File: src/rtl/tile_rd_addr_gen_pkg.sv
// Shared definitions for the tile read address generator: FSM encoding and
// the row-pitch derivation used to step between feature-map rows.
package tile_rd_addr_gen_pkg;

    typedef enum logic [1:0] {
        ST_IDLE = 2'd0,
        ST_RUN  = 2'd1,
        ST_FIN  = 2'd2
    } state_t;

    // Words between vertically adjacent pixels in the row-major, channel-interleaved map.
    function automatic int unsigned row_pitch(input int unsigned fm_col, input int unsigned ch);
        return fm_col * ch;
    endfunction

endpackage

File: src/rtl/tile_rd_addr_gen_loop_cnt.sv
// One level of the tile loop nest: a modulo-MAX counter with a last-value flag
// that the parent chains into the increment of the next outer level.
module tile_rd_addr_gen_loop_cnt #(
    parameter int MAX = 4,
    parameter int CW  = 8
) (
    input  logic          clk,
    input  logic          rst,
    input  logic          clr,
    input  logic          inc,
    output logic [CW-1:0] cnt,
    output logic          wrap
);

    assign wrap = (cnt == CW'(MAX - 1));

    always_ff @(posedge clk or posedge rst) begin
        if (rst) begin
            cnt <= '0;
        end else if (clr) begin
            cnt <= '0;
        end else if (inc) begin
            cnt <= wrap ? '0 : cnt + CW'(1);
        end
    end

endmodule

File: src/rtl/tile_rd_addr_gen.sv
// Issues buffer read addresses for one ROW x COL x CH tile (row, column,
// channel innermost) over a valid/ready handshake, then pulses done.
module tile_rd_addr_gen
    import tile_rd_addr_gen_pkg::*;
#(
    parameter int AW     = 16,
    parameter int ROW    = 4,
    parameter int COL    = 4,
    parameter int CH     = 8,
    parameter int FM_COL = 16,
    parameter int CW     = 8
) (
    input  logic          clk,
    input  logic          rst,
    input  logic          start,
    input  logic [AW-1:0] base,
    input  logic          clean,
    output logic [AW-1:0] addr,
    output logic          addr_valid,
    input  logic          addr_ready,
    output logic          busy,
    output logic          done
);

    localparam logic [AW-1:0] PITCH   = AW'(row_pitch(FM_COL, CH));
    localparam logic [AW-1:0] CH_STEP = AW'(CH);

    state_t        state;
    logic [AW-1:0] row_base;
    logic [AW-1:0] pix_base;
    logic [CW-1:0] ch_cnt, c_cnt, r_cnt;
    logic          ch_wrap, c_wrap, r_wrap;
    logic          accept;
    logic          cnt_clr;
    logic          unused_cnt;

    assign accept  = (state == ST_RUN) && addr_valid && addr_ready && !clean;
    assign cnt_clr = clean || ((state == ST_IDLE) && start);
    assign busy    = (state == ST_RUN);

    // Loop position is carried by the wrap flags; the raw counts are observation only.
    assign unused_cnt = ^{ch_cnt, c_cnt, r_cnt};

    tile_rd_addr_gen_loop_cnt #(.MAX(CH), .CW(CW)) u_ch_cnt (
        .clk (clk),
        .rst (rst),
        .clr (cnt_clr),
        .inc (accept),
        .cnt (ch_cnt),
        .wrap(ch_wrap)
    );

    tile_rd_addr_gen_loop_cnt #(.MAX(COL), .CW(CW)) u_c_cnt (
        .clk (clk),
        .rst (rst),
        .clr (cnt_clr),
        .inc (accept && ch_wrap),
        .cnt (c_cnt),
        .wrap(c_wrap)
    );

    tile_rd_addr_gen_loop_cnt #(.MAX(ROW), .CW(CW)) u_r_cnt (
        .clk (clk),
        .rst (rst),
        .clr (cnt_clr),
        .inc (accept && ch_wrap && c_wrap),
        .cnt (r_cnt),
        .wrap(r_wrap)
    );

    always_ff @(posedge clk or posedge rst) begin
        if (rst) begin
            state      <= ST_IDLE;
            addr       <= '0;
            addr_valid <= 1'b0;
            done       <= 1'b0;
            row_base   <= '0;
            pix_base   <= '0;
        end else if (clean) begin
            state      <= ST_IDLE;
            addr_valid <= 1'b0;
            done       <= 1'b0;
        end else begin
            case (state)
                ST_IDLE: begin
                    done <= 1'b0;
                    if (start) begin
                        row_base   <= base;
                        pix_base   <= base;
                        addr       <= base;
                        addr_valid <= 1'b1;
                        state      <= ST_RUN;
                    end
                end
                ST_RUN: begin
                    // Each level restarts from the base of the level above it.
                    if (accept) begin
                        if (!ch_wrap) begin
                            addr <= addr + AW'(1);
                        end else if (!c_wrap) begin
                            pix_base <= pix_base + CH_STEP;
                            addr     <= pix_base + CH_STEP;
                        end else if (!r_wrap) begin
                            row_base <= row_base + PITCH;
                            pix_base <= row_base + PITCH;
                            addr     <= row_base + PITCH;
                        end else begin
                            addr_valid <= 1'b0;
                            done       <= 1'b1;
                            state      <= ST_FIN;
                        end
                    end
                end
                ST_FIN: begin
                    done  <= 1'b0;
                    state <= ST_IDLE;
                end
                default: begin
                    state <= ST_IDLE;
                end
            endcase
        end
    end

endmodule

File: config.mk
export PLATFORM = sky130hd
export DESIGN_NAME = tile_rd_addr_gen
export DESIGN_NICKNAME = d
export VERILOG_FILES = /design/src/rtl/tile_rd_addr_gen_pkg.sv /design/src/rtl/tile_rd_addr_gen_loop_cnt.sv /design/src/rtl/tile_rd_addr_gen.sv
export SDC_FILE = /design/constraint.sdc
export NUM_CORES = 1
export LEC_CHECK = 0
export CAP_MARGIN = 20
export CORE_MARGIN = 2
export CORE_UTILIZATION = 60
export CTS_BUF_LIST = sky130_fd_sc_hd__clkbuf_4 sky130_fd_sc_hd__clkbuf_8
export DETAILED_ROUTE_END_ITERATION = 10
export PLACE_DENSITY_LB_ADDON = 0.08
export SYNTH_ARGS = -nofsm -noshare
export SYNTH_HDL_FRONTEND = slang
export SYNTH_SLANG_ARGS = --single-unit
File: constraint.sdc
create_clock -name clk -period 3.35 [get_ports clk]
set_input_delay 0.335 -clock clk [delete_from_list [all_inputs] [get_ports clk]]
set_output_delay 0.335 -clock clk [all_outputs]
set_load 0.02 [all_outputs]
==> impl_metrics.tcl, run 1 <==
set metrics [dict create \
    slew_headroom_pct 40.9 \
    numCtsBuffers 9 \
    rsz0062_at_grt "false" \
    crit_family "simple AND/OR/NAND/NOR gates" \
    finalMaxSlewViolations 0 \
    clock_latency_ps 360 \
    vias 4615 \
    max_stage_delay_ps 680 \
    hold_violations 0 \
    final_nets 614 \
    setup_viol 0 \
    dp_hpwl_um 9240 \
    synthSimpleGateAreaFrac_pct 25.3 \
    cts_setup_buffers 0 \
    cpMaxStageDelayCell "nor4b_1" \
    synth-seq-cells 76 \
    core_um2 7730 \
    ys_seq_area_share_pct 39.8 \
    placed_cell_area_um2 5250 \
    drive_above_1_share_pct 8.46 \
    fp.dieW_um 93.2 \
    hp-class "primary input to async pin" \
    pin_count 40 \
    globalRouteMet3Util_pct 5.16 \
    postCtsResizedCells 0 \
    synth-edff-count 0 \
    synth_area_um2 4780 \
    grt_overflow 0 \
    syn_to_final_growth_pct 13.7 \
    reg2regPathDepth 6 \
    clkSinkCount 76 \
    grt-busiest-layer "met2" \
    die_h_um 93.2 \
    cp.depth 6 \
    drc_errors 0 \
    wl_per_cell_um 19.0 \
    syn_inst 556 \
    avgSynthCellArea_um2 8.59 \
    num_rows 32 \
    path_clk_slew_ps 80 \
    max_freq_mhz 367 \
    synthFlopType "dfrtp_1" \
    antenna_found_initial 0 \
    grt_pass1_wl_um 21800 \
    worstSetupPathType "register to register" \
    cp_max_fo 14 \
    gp_congestion 0.929 \
    start_util_pct 61.8 \
    grt_use_total_pct 31.8 \
    required_ps 3610 \
    ir_drop_mv 0.269 \
    synth_fa_ha_area_share_pct 1.57 \
    worstMarginPinSlew_ps 885 \
    startpoint_type "register" \
    synth-compound-area-share_pct 22.7 \
    cts_tree "yes" \
    cts_root_buffer "clkbuf_8" \
    first_global_vias 4346 \
    fp.dieArea_um2 8690 \
    synthMuxAreaShare_pct 2.31 \
    clock_skew_ps 13.1 \
    fillers 631 \
    yosys.cell_types.count 66 \
    antenna_left 0 \
    vias_per_cell 6.66 \
    drt_iter0_drc 493 \
    crit_buf_inv 0 \
    antenna_cells 0 \
    cap_violations 0 \
    stdcell_area_um2 5430 \
    endpoint_kind "register" \
    run_status "finished, final reports clean" \
    synth-xor-area-share_pct 3.85 \
    synthesis.nets 583 \
    powerDensity_nw_per_um2 496 \
    htree_levels 3 \
    cts_buffer_depth 2 \
    p_leak_nw 2.12 \
    totalPowerFinal_mw 2.69 \
    met2_usage_pct 50.9 \
    synth_warnings 0 \
    grt_max_degree 41 \
    fin_crit_sh_pct 81.3 \
    worstPathArrival_ps 2990 \
    period_minus_slack_ps 2720 \
    use_met1_pct 43.8 \
    drt-total-wl_um 13200 \
    firstDrtPassIters 5 \
    io_buffers 39 \
    ys_async_sr_fraction_pct 100 \
    tns_ps 0 \
    synth_top_family_by_area "simple AND/OR/NAND/NOR gates" \
    cts_hold_buf 0 \
    path_cells "ha_1, nor4b_1, and4_1, a21o_1, a2111oi_0, a311oi_1" \
]
worst reg2reg max path, cell delays in order (launching register included):
cell and delay [ps]:
dfrtp_1 390, ha_1 230, nor4b_1 680, and4_1 490
a21o_1 440, a2111oi_0 160, a311oi_1 230
cells by family (layout without fill, tap and decap cells):
logic type / count (synthesis) / count (layout)
and+or+nand+nor: 233 / 233
AOI/OAI and AO/OA: 163 / 163
DFF: 76 / 76
buffers and inverters: 47 / 82
xor gates and xnor gates: 21 / 21
muxes: 10 / 10
adders and majority gates: 6 / 6
stage by stage:
step / setup slack (ps) / hold slack (ps) / utilization [%] / std cells
final: 626 / 465 / 70.3 / 693
after global routing: 477 / 519 / 70.3 / 693
after CTS: 660 / 487 / 70.3 / 693
after detailed placement: 690 / 478 / 67.9 / 678
after global placement: 710 / 462 / 67.9 / 678
after floorplan: 1060 / 443 / - / 556
state kept, by name, summed over array words and instances (netlist names):
name	cells
pix_base	16
row_base	16
u_r_cnt.cnt	8
addr	16
done	1
u_ch_cnt.cnt	8
state	2
u_c_cnt.cnt	8
addr_valid	1
worst paths after layout:
kind	from	end	slack, ps
setup / recovery	u_r_cnt.cnt[0]$_DFFE_PP0P_	addr[5]$_DFFE_PP0P_	630
hold / removal	rst	addr[12]$_DFFE_PP0P_	460
setup reg to reg	u_r_cnt.cnt[0]$_DFFE_PP0P_	addr[5]$_DFFE_PP0P_	630
hold reg to reg	u_ch_cnt.cnt[7]$_DFFE_PP0P_	u_ch_cnt.cnt[7]$_DFFE_PP0P_	490
max in group asynchronous	rst	pix_base[1]$_DFFE_PP0P_	2150
min in group clk	u_ch_cnt.cnt[7]$_DFFE_PP0P_	u_ch_cnt.cnt[7]$_DFFE_PP0P_	490
layout by cell type (no fill, tap or decap), types with 5 or more instances in the layout:
cell type and count:
mux2_2 8, a31oi_1 21, a21oi_1 27, buf_4 12
and2_1 5, o211ai_1 8, xnor2_1 13, o31ai_1 8
nand3_1 42, nand2_1 54, and3_1 7, a41oi_1 6
nor2_1 48, inv_1 14, dfrtp_1 76, or3_1 13
and4_1 5, xor2_1 8, nor3_1 17, nand4_1 8
a211oi_1 5, clkbuf_8 9, clkdlybuf4s50_1 39, nor4_1 7
o21ai_0 43, ha_1 6
synth_stat cells, drive strengths merged (3+ instances only):
cell type   n  area share, %
dfrtp      76             40
nand2      54            4.2
nor2       48            3.8
o21ai      46            4.8
nand3      42            4.4
a21oi      28            3.0
a31oi      21            2.8
clkbuf     19            1.5
nor3       18            2.0
inv        15            1.2
buf        13            1.8
or3        13            1.7
xnor2      13            2.4
nor4        9            1.6
mux2        8            1.9
nand4       8            1.0
o211ai      8            1.3
o31ai       8            1.3
xor2        8            1.5
and3        7           0.92
a211oi      6            1.2
a41oi       6            1.1
ha          6            1.6
and2        5           0.65
and4        5           0.92
a21o        4           0.63
nor4b       4           0.86
o22a        4           0.73
or4         4           0.63
a32o        3           0.63
nand2b      3           0.39
nor3b       3           0.47
o2111ai     3           0.55
o31a        3           0.55
or2         3           0.39
metal layers:
| metal | wire length (µm) | vias up |
|---|---|---|
| li1 | - | 2147 |
| met3 | 997 | 27 |
| met1 | 5670 | 2208 |
| met4 | 319 | 0 |
| met2 | 6170 | 233 |
| met5 | 0 | - |
area by class of cell:
class,instances,area [µm²],share of cell area [%]
Clock buffer,10,131,2.42
Clock inverter,5,53.8,0.991
Inverter,15,56.3,1.04
Multi-Input combinational cell,433,2660,49.0
Sequential cell,76,1900,35.0
Tap cell,102,128,2.35
Timing Repair Buffer,52,500,9.21
power breakdown:
group | leakage [nW] | internal (mW) | total, mW | switching [mW]
Clock | 0.0993 | 0.346 | 0.696 | 0.350
Combinational | 1.07 | 0.330 | 0.745 | 0.415
Sequential | 0.952 | 1.07 | 1.25 | 0.188
(Power assumes the default switching activity.)
==> run 2: changes to the inputs <==
Settings changed: CORE_UTILIZATION 60 to 55.
Clock period 3.35 ns to 2.2 ns, I/O delays scaled along.
==> run 2 against run 1 <==
Compared with the run above: critical path depth did not move; utilization rose by 3.6 points; first-iteration DRC count fell by 11%; routed wire length rose by 4.1%; clock-buffer cell count rose by 1; worst hold slack got worse by 200 ps; clock skew fell by 1.5 ps; combinational power rose by 64%; largest cell class unchanged; largest power group unchanged.
==> impl_metrics.tcl, run 2 (synthesis results as in run 1) <==
set metrics [dict create \
    run_status "finished, final reports clean" \
    vias 4814 \
    slew_headroom_pct 71.5 \
    stdcell_area_um2 6140 \
    wl_per_cell_um 18.2 \
    core_um2 8300 \
    rsz0062_at_grt "true" \
    globalRouteMet3Util_pct 4.24 \
    syn_to_final_growth_pct 28.5 \
    cap_violations 0 \
    p_int_mw 3.00 \
    cts_hold_buf 0 \
    pwr-share-seq_pct 42.4 \
    io_buffers 39 \
    drive_above_1_share_pct 19.6 \
    finalMaxSlewViolations 0 \
    grt_max_degree 77 \
    antenna_left 0 \
    grt-busiest-layer "met2" \
    fp.dieArea_um2 9440 \
    p_leak_nw 2.49 \
    met2_usage_pct 46.4 \
    final_nets 671 \
    holdWs_ps 269 \
    max_freq_mhz 460 \
    r2r_start "u_ch_cnt.cnt[0]$_DFFE_PP0P_" \
    p_sw_mw 1.50 \
    startpoint_type "register" \
    clkSinkCount 76 \
    placed_cell_area_um2 5670 \
    combPwrFrac_pct 27.0 \
    drc_errors 0 \
    vias_per_cell 6.38 \
    hold_violations 0 \
    clkPwrFrac_pct 30.6 \
    antenna_found_initial 0 \
    hp-class "primary input to async pin" \
    drt_iter0_drc 437 \
    htree_levels 3 \
    start_util_pct 57.5 \
    grt_pass1_wl_um 23000 \
    grt_overflow 0 \
    layout_common_cells "dfrtp_1, buf_4, nand2_1" \
    clock_latency_ps 360 \
    tns_ps 0 \
    swShare_pct 33.3 \
    worstPathArrival_ps 2430 \
    max_stage_delay_ps 540 \
    worstSetupPathType "register to register" \
    period_minus_slack_ps 2170 \
    ir_drop_mv 0.335 \
    cpMaxStageDelayCell "or4b_4" \
    num_rows 33 \
    path_cells "ha_2, or4b_4, o21a_4, a211o_4, a31o_4, a32o_1" \
    required_ps 2460 \
    cts_root_buffer "clkbuf_8" \
    reg2regPathDepth 6 \
    cts_tree "yes" \
    worstMarginPinSlew_ps 416 \
    first_global_vias 4720 \
    totalPowerFinal_mw 4.50 \
    drt-total-wl_um 13700 \
    setup_viol 0 \
    fillers 597 \
    die_h_um 97.2 \
    gp_congestion 0.873 \
    firstDrtPassIters 5 \
    r2r_slack_ps 30 \
    fp.dieW_um 97.2 \
    path_clk_slew_ps 90 \
    numCtsBuffers 9 \
    cts_buffer_depth 2 \
    clock_skew_ps 11.6 \
    powerDensity_nw_per_um2 734 \
    pin_count 40 \
    fin_crit_sh_pct 98.8 \
    final_common_cell "dfrtp_1" \
    cp_max_fo 6 \
    grt_use_total_pct 29.6 \
    largest_registers "addr x16, pix_base x16, row_base x16" \
    use_met1_pct 41.1 \
    endpoint_kind "register" \
    dp_hpwl_um 9700 \
    worstReg2RegEnd "pix_base[15]$_DFFE_PP0P_" \
    antenna_cells 0 \
]
-- run 2: worst max-delay path: cells and delay by family, from the launching register on --
family	cells	cell delay, ps
AND/OR/NAND/NOR	1	540
AO/OA/AOI/OAI	4	970
adder cells (fa/ha/maj)	1	180
flip-flops	1	370
-- run 2: layer usage --
metal  wire, µm  part of all wire (%)
met3       1000                   7.3
met1       5910                    43
met5          0                     0
met4        331                   2.4
met2       6450                    47
-- run 2: per-stage QoR --
step | cells | setup slack (ps) | util (%)
2_1_floorplan | 556 | -5.54 | -
3_3_place_gp | 732 | -72.5 | 68.3
3_5_place_dp | 732 | -157 | 68.3
4_1_cts | 748 | 0.824 | 71.8
5_1_grt | 754 | -62.2 | 73.9
6_report | 754 | 25.7 | 73.9
-- run 2: power groups by stage --
stage	Sequential [mW]	Clock, mW	Combinational, mW
2_1_floorplan	1.93	0	0.693
3_3_place_gp	1.91	0	1.14
3_5_place_dp	1.92	0	1.17
4_1_cts	1.90	1.39	1.18
5_1_grt	1.95	1.44	1.34
6_report	1.91	1.38	1.22
-- run 2: what timing repair did --
item	4_1_cts	5_1_grt
resized for setup	7	29
setup endpoints to repair	40	49
setup buffers	0	6
pin swaps	1	11
gates cloned	0	0
-- run 2: cell type report --
| class | instances | area [µm²] | area share [%] |
|---|---|---|---|
| clock buffer | 11 | 151 | 2.47 |
| clock inverter | 5 | 106 | 1.73 |
| inverter | 15 | 56.3 | 0.918 |
| multi-input combinational | 433 | 2810 | 45.8 |
| sequential | 76 | 1900 | 31.0 |
| tap | 105 | 131 | 2.14 |
| timing repair buffer | 109 | 978 | 15.9 |
-- run 2: worst max-delay path by stage --
| stage | from | to | slack [ps] | cells after the start |
|---|---|---|---|---|
| finish | u_ch_cnt.cnt[0]$_DFFE_PP0P_ | pix_base[15]$_DFFE_PP0P_ | 30 | 6 |
| global route | u_ch_cnt.cnt[0]$_DFFE_PP0P_ | u_c_cnt.cnt[6]$_DFFE_PP0P_ | -60 | 8 |
| CTS | u_ch_cnt.cnt[0]$_DFFE_PP0P_ | pix_base[15]$_DFFE_PP0P_ | 0.8 | 6 |
| detailed placement | u_ch_cnt.cnt[0]$_DFFE_PP0P_ | row_base[11]$_DFFE_PP0P_ | -160 | 6 |
| global placement | u_ch_cnt.cnt[0]$_DFFE_PP0P_ | row_base[14]$_DFFE_PP0P_ | -70 | 6 |
| floorplan | u_ch_cnt.cnt[0]$_DFFE_PP0P_ | addr[8]$_DFFE_PP0P_ | -6 | 8 |
